File: config.mk
export PLATFORM = sky130hd
export DESIGN_NAME = nes_pad_reader
export DESIGN_NICKNAME = d
export VERILOG_FILES = /design/src/rtl/nes_pad_pkg.sv /design/src/rtl/nes_pad_channel.sv /design/src/rtl/nes_pad_reader.sv
export SDC_FILE = /design/constraint.sdc
export NUM_CORES = 1
export LEC_CHECK = 0
export ABC_AREA = 1
export ABC_CLOCK_PERIOD_IN_PS = 2950
export BUFFER_PORTS_ARGS = -buffer_cell sky130_fd_sc_hd__buf_2
export CAP_MARGIN = 20
export CORE_ASPECT_RATIO = 1.25
export CORE_MARGIN = 3
export CORE_UTILIZATION = 40
export DETAILED_ROUTE_END_ITERATION = 16
export GPL_TIMING_DRIVEN = 0
export PLACE_DENSITY = 0.56
export SLEW_MARGIN = 40
export SYNTH_ARGS = -nofsm -noshare
export SYNTH_HDL_FRONTEND = slang
export SYNTH_SLANG_ARGS = --single-unit
export TNS_END_PERCENT = 30
File: constraint.sdc
create_clock -name clk -period 2.95 [get_ports clk]
set_input_delay 0.1475 -clock clk [delete_from_list [all_inputs] [get_ports clk]]
set_output_delay 0.1475 -clock clk [all_outputs]
set_load 0.005 [all_outputs]
File: src/rtl/nes_pad_pkg.sv
// Shared definitions for the NES/SNES pad poller.
// Holds the poll FSM state encoding, the default clock half-period for a
// 25.175 MHz pixel clock, the read widths for NES and SNES pads, and the
// NES button bit positions within a published button word.
package nes_pad_pkg;

  typedef enum logic [2:0] {
    IDLE,
    LATCH,
    CLK_LO,
    CLK_HI,
    DONE
  } state_t;

  // About 6 us per half-period at 25.175 MHz
  localparam int unsigned HALF_25M  = 151;

  localparam int unsigned BITS_NES  = 8;
  localparam int unsigned BITS_SNES = 16;

  // NES button positions in the published word (bit 0 is shifted first)
  localparam int unsigned BTN_A      = 0;
  localparam int unsigned BTN_B      = 1;
  localparam int unsigned BTN_SELECT = 2;
  localparam int unsigned BTN_START  = 3;
  localparam int unsigned BTN_UP     = 4;
  localparam int unsigned BTN_DOWN   = 5;
  localparam int unsigned BTN_LEFT   = 6;
  localparam int unsigned BTN_RIGHT  = 7;

endpackage

File: src/rtl/nes_pad_channel.sv
// One pad's receive path: a 2-flop synchroniser on the serial data line, a
// BITS-wide shift/capture register and the published button word.
// Ports:
//   clk, reset  - system clock, synchronous active-high reset
//   pad_data    - raw serial data from the pad (active-low pressed, async)
//   en          - pad enabled for the current poll; disabled pads store 0
//   clear       - empty the capture register at poll start
//   sample      - capture one bit at position bit_idx
//   bit_idx     - bit position being captured
//   publish     - copy the completed capture (including this cycle's bit) to word
//   word        - registered, active-high button word
module nes_pad_channel
  import nes_pad_pkg::*;
#(
  parameter int unsigned BITS = 8,
  parameter int unsigned BCW  = 4
) (
  input  logic            clk,
  input  logic            reset,
  input  logic            pad_data,
  input  logic            en,
  input  logic            clear,
  input  logic            sample,
  input  logic [BCW-1:0]  bit_idx,
  input  logic            publish,
  output logic [BITS-1:0] word
);

  logic [1:0]      sync_q;
  logic [BITS-1:0] sr;
  logic [BITS-1:0] sr_next_c;

  // Insert the synchronised, inverted data bit at the addressed position
  always_comb begin
    sr_next_c = sr;
    for (int k = 0; k < int'(BITS); k++) begin
      if (sample && (bit_idx == BCW'(k))) begin
        sr_next_c[k] = en & ~sync_q[1];
      end
    end
  end

  // Synchroniser, capture register and published word
  always_ff @(posedge clk) begin
    if (reset) begin
      sync_q <= 2'b11;
      sr     <= '0;
      word   <= '0;
    end else begin
      sync_q <= {sync_q[0], pad_data};
      if (clear) begin
        sr <= '0;
      end else begin
        sr <= sr_next_c;
      end
      // Publishing from sr_next_c lets the final bit land in the same edge
      if (publish) begin
        word <= sr_next_c;
      end
    end
  end

endmodule

File: src/rtl/nes_pad_reader.sv
// Serial poller for NUM_PADS NES/SNES controllers sharing one timing engine.
// A poll pulse latches every enabled pad, then shifts BITS bits out of each
// with BITS-1 clock pulses, and publishes all words together with a
// one-cycle valid strobe.
// Ports:
//   clk, reset  - system clock, synchronous active-high reset
//   poll        - start request (one-cycle pulse), ignored while busy
//   pad_en      - per-pad enable mask, captured when poll is accepted
//   pad_data    - serial data per pad, active-low pressed, asynchronous
//   pad_latch   - latch per pad, active high
//   pad_clk     - shift clock per pad, idles high
//   buttons     - pad p bit k at [p*BITS+k], 1 = pressed
//   valid       - one-cycle pulse when buttons updates
//   busy        - high from poll acceptance through the valid cycle
module nes_pad_reader
  import nes_pad_pkg::*;
#(
  parameter int unsigned NUM_PADS = 2,
  parameter int unsigned BITS     = BITS_NES,
  parameter int unsigned HALF     = HALF_25M
) (
  input  logic                     clk,
  input  logic                     reset,
  input  logic                     poll,
  input  logic [NUM_PADS-1:0]      pad_en,
  input  logic [NUM_PADS-1:0]      pad_data,
  output logic [NUM_PADS-1:0]      pad_latch,
  output logic [NUM_PADS-1:0]      pad_clk,
  output logic [NUM_PADS*BITS-1:0] buttons,
  output logic                     valid,
  output logic                     busy
);

  localparam int unsigned PW  = $clog2(2 * HALF);
  localparam int unsigned BCW = $clog2(BITS) + 1;

  state_t              state;
  logic [PW-1:0]       phase;
  logic [BCW-1:0]      bit_cnt;
  logic [NUM_PADS-1:0] en_q;

  logic phase_last_c;
  logic sample_c;
  logic last_bit_c;
  logic publish_c;
  logic clear_c;

  // Phase terminal count, sampling strobe and publish strobe
  always_comb begin
    phase_last_c = 1'b0;
    if (state == LATCH) begin
      phase_last_c = (phase == PW'(2 * HALF - 1));
    end else begin
      phase_last_c = (phase == PW'(HALF - 1));
    end
    sample_c   = phase_last_c && ((state == LATCH) || (state == CLK_HI));
    last_bit_c = (bit_cnt == BCW'(BITS - 1));
    publish_c  = sample_c && last_bit_c;
    clear_c    = (state == IDLE) && poll;
  end

  // Poll sequencer with registered pad and status outputs
  always_ff @(posedge clk) begin
    if (reset) begin
      state     <= IDLE;
      phase     <= '0;
      bit_cnt   <= '0;
      en_q      <= '0;
      pad_latch <= '0;
      pad_clk   <= '1;
      valid     <= 1'b0;
      busy      <= 1'b0;
    end else begin
      case (state)
        IDLE: begin
          valid <= 1'b0;
          if (poll) begin
            en_q      <= pad_en;
            pad_latch <= pad_en;
            busy      <= 1'b1;
            phase     <= '0;
            bit_cnt   <= '0;
            state     <= LATCH;
          end
        end
        LATCH, CLK_HI: begin
          if (phase_last_c) begin
            phase     <= '0;
            pad_latch <= '0;
            if (last_bit_c) begin
              valid <= 1'b1;
              state <= DONE;
            end else begin
              bit_cnt <= bit_cnt + BCW'(1);
              pad_clk <= ~en_q;
              state   <= CLK_LO;
            end
          end else begin
            phase <= phase + PW'(1);
          end
        end
        CLK_LO: begin
          if (phase_last_c) begin
            phase   <= '0;
            pad_clk <= '1;
            state   <= CLK_HI;
          end else begin
            phase <= phase + PW'(1);
          end
        end
        DONE: begin
          valid <= 1'b0;
          busy  <= 1'b0;
          state <= IDLE;
        end
        default: begin
          state <= IDLE;
        end
      endcase
    end
  end

  // One receive channel per pad
  for (genvar p = 0; p < int'(NUM_PADS); p++) begin : g_chan
    nes_pad_channel #(
      .BITS (BITS),
      .BCW  (BCW)
    ) u_chan (
      .clk      (clk),
      .reset    (reset),
      .pad_data (pad_data[p]),
      .en       (en_q[p]),
      .clear    (clear_c),
      .sample   (sample_c),
      .bit_idx  (bit_cnt),
      .publish  (publish_c),
      .word     (buttons[p*BITS +: BITS])
    );
  end

endmodule

=== Yosys cells after proc, flatten, opt, wreduce, memory -nomap -nowiden ===
Index checks and enable logic that the tools add are counted.

* Register bits after elaboration: 60
* Logic and storage cells: 110
* Output and inout bits: 22

* $add $sub $neg: 2
* Equal/unequal tests: 18
* Bitwise logic cells: 5
* Muxes and demuxes: 41
* Reductions and logical operators: 30

{| class="wikitable"
|+ Operators by type and width
! operator !! number
|-
| $mux W1 || 20
|-
| $mux W9 || 2
|-
| $pmux W9 S2 || 1
|-
| $eq A4 B3 Y1 const B || 4
|-
| $mux W3 || 4
|-
| $mux W4 || 3
|-
| $logic_and A1 B1 Y1 || 10
|-
| $mux W2 || 5
|-
| $ne A2 B2 Y1 const B || 5
|-
| $reduce_bool A2 Y1 || 5
|-
| $add A9 B1 Y9 const B || 1
|-
| $eq A9 B8 Y1 const B || 1
|-
| $eq A9 B9 Y1 const B || 1
|-
| $pmux W3 S3 || 1
|-
| $reduce_and A3 Y1 || 3
|-
| $eq A4 B2 Y1 const B || 2
|-
| $pmux W2 S2 || 2
|-
| $pmux W4 S2 || 1
|-
| $reduce_and A4 Y1 || 2
|-
| $eq A3 B2 Y1 const B || 2
|-
| $reduce_and A2 Y1 || 3
|-
| $reduce_or A2 Y1 || 3
|-
| $add A4 B1 Y4 const B || 1
|-
| $eq A4 B1 Y1 const B || 1
|-
| other kinds (10) || 13
|}

=== Logic depth before layout (Yosys ltp) ===
* Depth after elaboration: 5
* Depth in mapped cells: 12

=== Modules after synthesis ===
A second synthesis with hierarchy kept.

* Cell total of the unflattened synthesis: 388
* Area total of the unflattened synthesis: 2877.8 um^2

{| class="wikitable"
|+ Modules (own cells, without submodules)
! module !! area each (um^2) !! instances !! cells an instance
|-
| nes_pad_channel || 804.5 || 2 || 110
|-
| nes_pad_reader || 1268.7 || 1 || 168
|}

=== Worst setup path before layout ===
Ideal clock, no wire load.

* Path type: reg2reg
* From: register state[2]
* To: register phase[8]
* Required time: 2833 ps
* Cell stages (with the launch flop): 9
* Arrival time: 1388 ps
* Library setup time: 117 ps
* Slack: 1444 ps
* Path through: dfxtp_1 nor2_8 nand2_4 a21oi_2 nand2_1 nand3_2 nand2_1 nand2_1 nor2_1

* Word-level cells in the longest chain between the ends: 4
* Elaborated cells between the ends (all ways): 11
* Those cells by class: eq/ne (4); mux (3); reduce/logical (4)

{| class="wikitable"
|+ RTL lines
! element !! RTL line !! RTL
|-
| start, declared || nes_pad_reader.sv:37 || <nowiki>state_t state;</nowiki>
|-
| start signal, assigned || nes_pad_reader.sv:65 || <nowiki>state <= IDLE;</nowiki>
|-
| start signal, assigned || nes_pad_reader.sv:83 || <nowiki>state <= LATCH;</nowiki>
|-
| start signal, assigned || nes_pad_reader.sv:92 || <nowiki>state <= DONE;</nowiki>
|-
| $eq A3 B1 Y1 or $eq A3 B2 Y1 (tied branches) || nes_pad_reader.sv:51, nes_pad_reader.sv:74 ||
|-
| $mux W1 or $reduce_or A3 Y1 (tied branches) || n/a ||
|-
| $mux W9 or $reduce_bool A2 Y1 (tied branches) || n/a ||
|-
| $pmux W9 S2 or $reduce_and A2 Y1 (tied branches) || n/a ||
|-
| end signal, assigned || nes_pad_reader.sv:99 || <nowiki>phase <= phase + PW'(1);</nowiki>
|-
| end signal, assigned || nes_pad_reader.sv:108 || <nowiki>phase <= phase + PW'(1);</nowiki>
|-
| end, declared || nes_pad_reader.sv:38 || <nowiki>logic [PW-1:0] phase;</nowiki>
|}

Several ways; a longest one is shown, not always the timed one.
A chain may end at the register's enable or synchronous reset.

=== Worst setup path in the final report ===
* From: register state[2]
* To: register phase[4]

The elaborated chain is that of the path after synthesis.

==> out/metrics.cfg <==
[power_and_ir_drop]
powerDensity_nw_per_um2 = 669
peakVddDrop_mv = 0.304
power_mw = 2.14
leakagePower_nw = 1.46

[sta]
timing.final.ws_setup_ps = 994
rsz0062_at_grt = no
finalMaxSlewViolations = 0
setup_viol = 0
layout_min_cycle_time_ps = 1960
max_slew_margin_pct = 61.3
setup_tns_ps = 0
clock_skew_ps = 12.8
worst-slew-pin-transition_ps = 580
period_share_pct = 66.3
hold_violations = 0
fmax_ghz = 0.511

[grt]
met1_usage_pct = 21.2
met2_usage_pct = 31.6
gr-total-overflow = 0
grt_pass1_wl_um = 11400
grt_pass1_vias = 2571
globalRouteTotalUtil_pct = 18.5
use_met3_pct = 4.02
grt_antenna_before_repair = 0
busiest_layer = met2
grt_max_degree = 11

[floorplanning]
die_h_um = 98.5
rows = 33
io_pins = 29
die_w_um = 80.0
die_area_um2 = 7880
coreArea_um2 = 6610
initial_core_util_pct = 41.5

[clock_network]
cts_resized = 0
cts_buffers = 9
cts_root_buf = clkbuf_8
clock_sinks = 58
clk_latency_ps = 340
postCtsSetupBuffers = 0
clk_pin_slew_ps = 70
cts_tree = done
htree_levels = 3
holdBufCountCts = 2
clockBufferDepth = 2

[drt]
remaining_drc_errors = 0
first_pass_iters = 4
drt_iter0_drc = 93
wire_per_inst_um = 12.1
drt_wl_total_um = 6380
ant_nets = 0
num_vias = 2490
vias_per_cell = 4.74

[layout]
final_util_pct = 48.4
drive_gt1_share_pct = 13.9
fin_cells = 525
final_nets = 447
multiInputGateArea_um2 = 1280
areaGrowthSynthToFinish_pct = 16.6
fillers = 701
diodes = 0
seqCellArea_um2 = 1160

[yosys]
synth.yosys.warnings = 0
synth_cells = 395
synth.distinct_cells = 28
ys_ff_latch = 58
syn_avg_cell_area_um2 = 6.93
synth_area_um2 = 2740
ys_seq_area_share_pct = 42.4
syn_nets = 407

[placement]
placed_cells = 509
place_hpwl_um = 4690
post-place-ws_ps = 988
io_buffers = 27
gp_congestion = 0.866

[setup_path]
critPathKind = flip-flop to flip-flop
path_max_fanout = 9
arrival_ps = 2170
endpoint_kind = flip-flop
cpMaxStageDelayCell = dfxtp_1
worstPathCellList = nor2_8 -> nand2_4 -> a21oi_2 -> nand2_1 -> nand3_2 -> nand2_1 -> nand2_1 -> nor2_1
critPathMaxStageDelay_ps = 400
r2r_start = state[2]$_SDFFE_PP0P_
critPathLaunch = state[2]$_SDFFE_PP0P_
cp.required_ps = 3170
start_kind = flip-flop
cpMostUsedCell = nand2_1
reg2reg_slack_ps = 990

[min_path]
min_from = pad_en[1]
min_path_type = input pin to flip-flop

[status]
status = complete, no violations

[flow_run]
maxCapViolations = 0

-- path summary, 6_finish.rpt --
| kind | end | cells past startpoint |
|---|---|---|
| setup reg to reg | phase[4]$_SDFFE_PP0P_ | 8 |
| hold reg to reg | g_chan[0].u_chan.sync_q[1]$_SDFF_PP1_ | 1 |
| hold / removal | pad_latch[1]$_SDFFE_PP0P_ | 3 |
| setup / recovery | phase[4]$_SDFFE_PP0P_ | 8 |
-- critical path: cells and delay by family (launching register included) --
family	cells	cell delay, ps
compound gates	1	330
flops	1	400
simple gates	7	1110
-- where the power goes --
part / switching (mW) / leakage (nW) / internal (mW) / total (mW)
Sequential: 0.0442 / 0.470 / 0.837 / 0.881
Clock: 0.299 / 0.101 / 0.423 / 0.723
Combinational: 0.387 / 0.886 / 0.148 / 0.535
-- through the flow --
stage / hold WS [ps] / cell area [um^2]
CTS: 48.3 / 3190
global route: 79.3 / 3190
floorplan: 251 / 2740
detailed placement: 335 / 2980
finish: 59.9 / 3190
global placement: 330 / 2980
-- cell usage in the layout (no fill, tap or decap), types with 2 or more instances in the layout --
cell / n
dfxtp_1: 58
ha_1: 5
inv_1: 63
dlygate4sd3_1: 2
nor2_1: 53
nand4_1: 25
clkbuf_1: 6
xor2_1: 4
or2_2: 4
nand3_1: 19
nand2_1: 106
clkinv_2: 2
nor2_8: 2
o21ai_0: 7
a21oi_1: 25
clkbuf_8: 11
a21oi_2: 2
inv_2: 3
buf_2: 28
-- per-layer routing --
metal  up-vias  share of wire, %
li1       1316                 -
met2        36                50
met5         -                 0
met3        13               3.1
met4         0               2.7
met1      1125                45
-- synth_stat cells (all sizes together) --
cell type / number / area [um^2]
nor3: 1 / 10.0
xor2: 4 / 35.0
nand4: 25 / 156
inv: 66 / 248
dfxtp: 58 / 1160
a31oi: 1 / 6.26
clkbuf: 6 / 22.5
o22ai: 1 / 6.26
nand2: 109 / 435
or2: 4 / 25.0
clkinv: 1 / 3.75
a21oi: 27 / 143
nor2: 55 / 239
o21ai: 7 / 35.0
nand3: 21 / 123
buf: 4 / 27.5
ha: 5 / 62.6
-- layout make-up --
type	count	share of cell area, %
plain buffers	10	1.57
clock buffers	11	4.74
clock inverters	3	1.25
inverters	67	7.87
multi-input cells	260	40.0
flip-flops and latches	58	36.3
well taps	87	3.41
repair buffers	29	4.86
-- sequential cells by signal (all words and copies together) (netlist names), 2 cells and up --
| register | cells |
|---|---|
| g_chan.u_chan.word | 16 |
| g_chan.u_chan.sr | 14 |
| phase | 9 |
| bit_cnt | 4 |
| g_chan.u_chan.sync_q | 4 |
| state | 3 |
| en_q | 2 |
| pad_clk | 2 |
| pad_latch | 2 |
-- cells by family after synthesis --
family                   synth area share, %
flip-flops                              42.4
AND/OR/NAND/NOR                         36.1
XOR/XNOR                                1.28
AO/OA/AOI/OAI                           6.94
buffers and inverters                   11.0
adder cells (fa/ha/maj)                 2.28
Power figures use the tool's default switching activity.
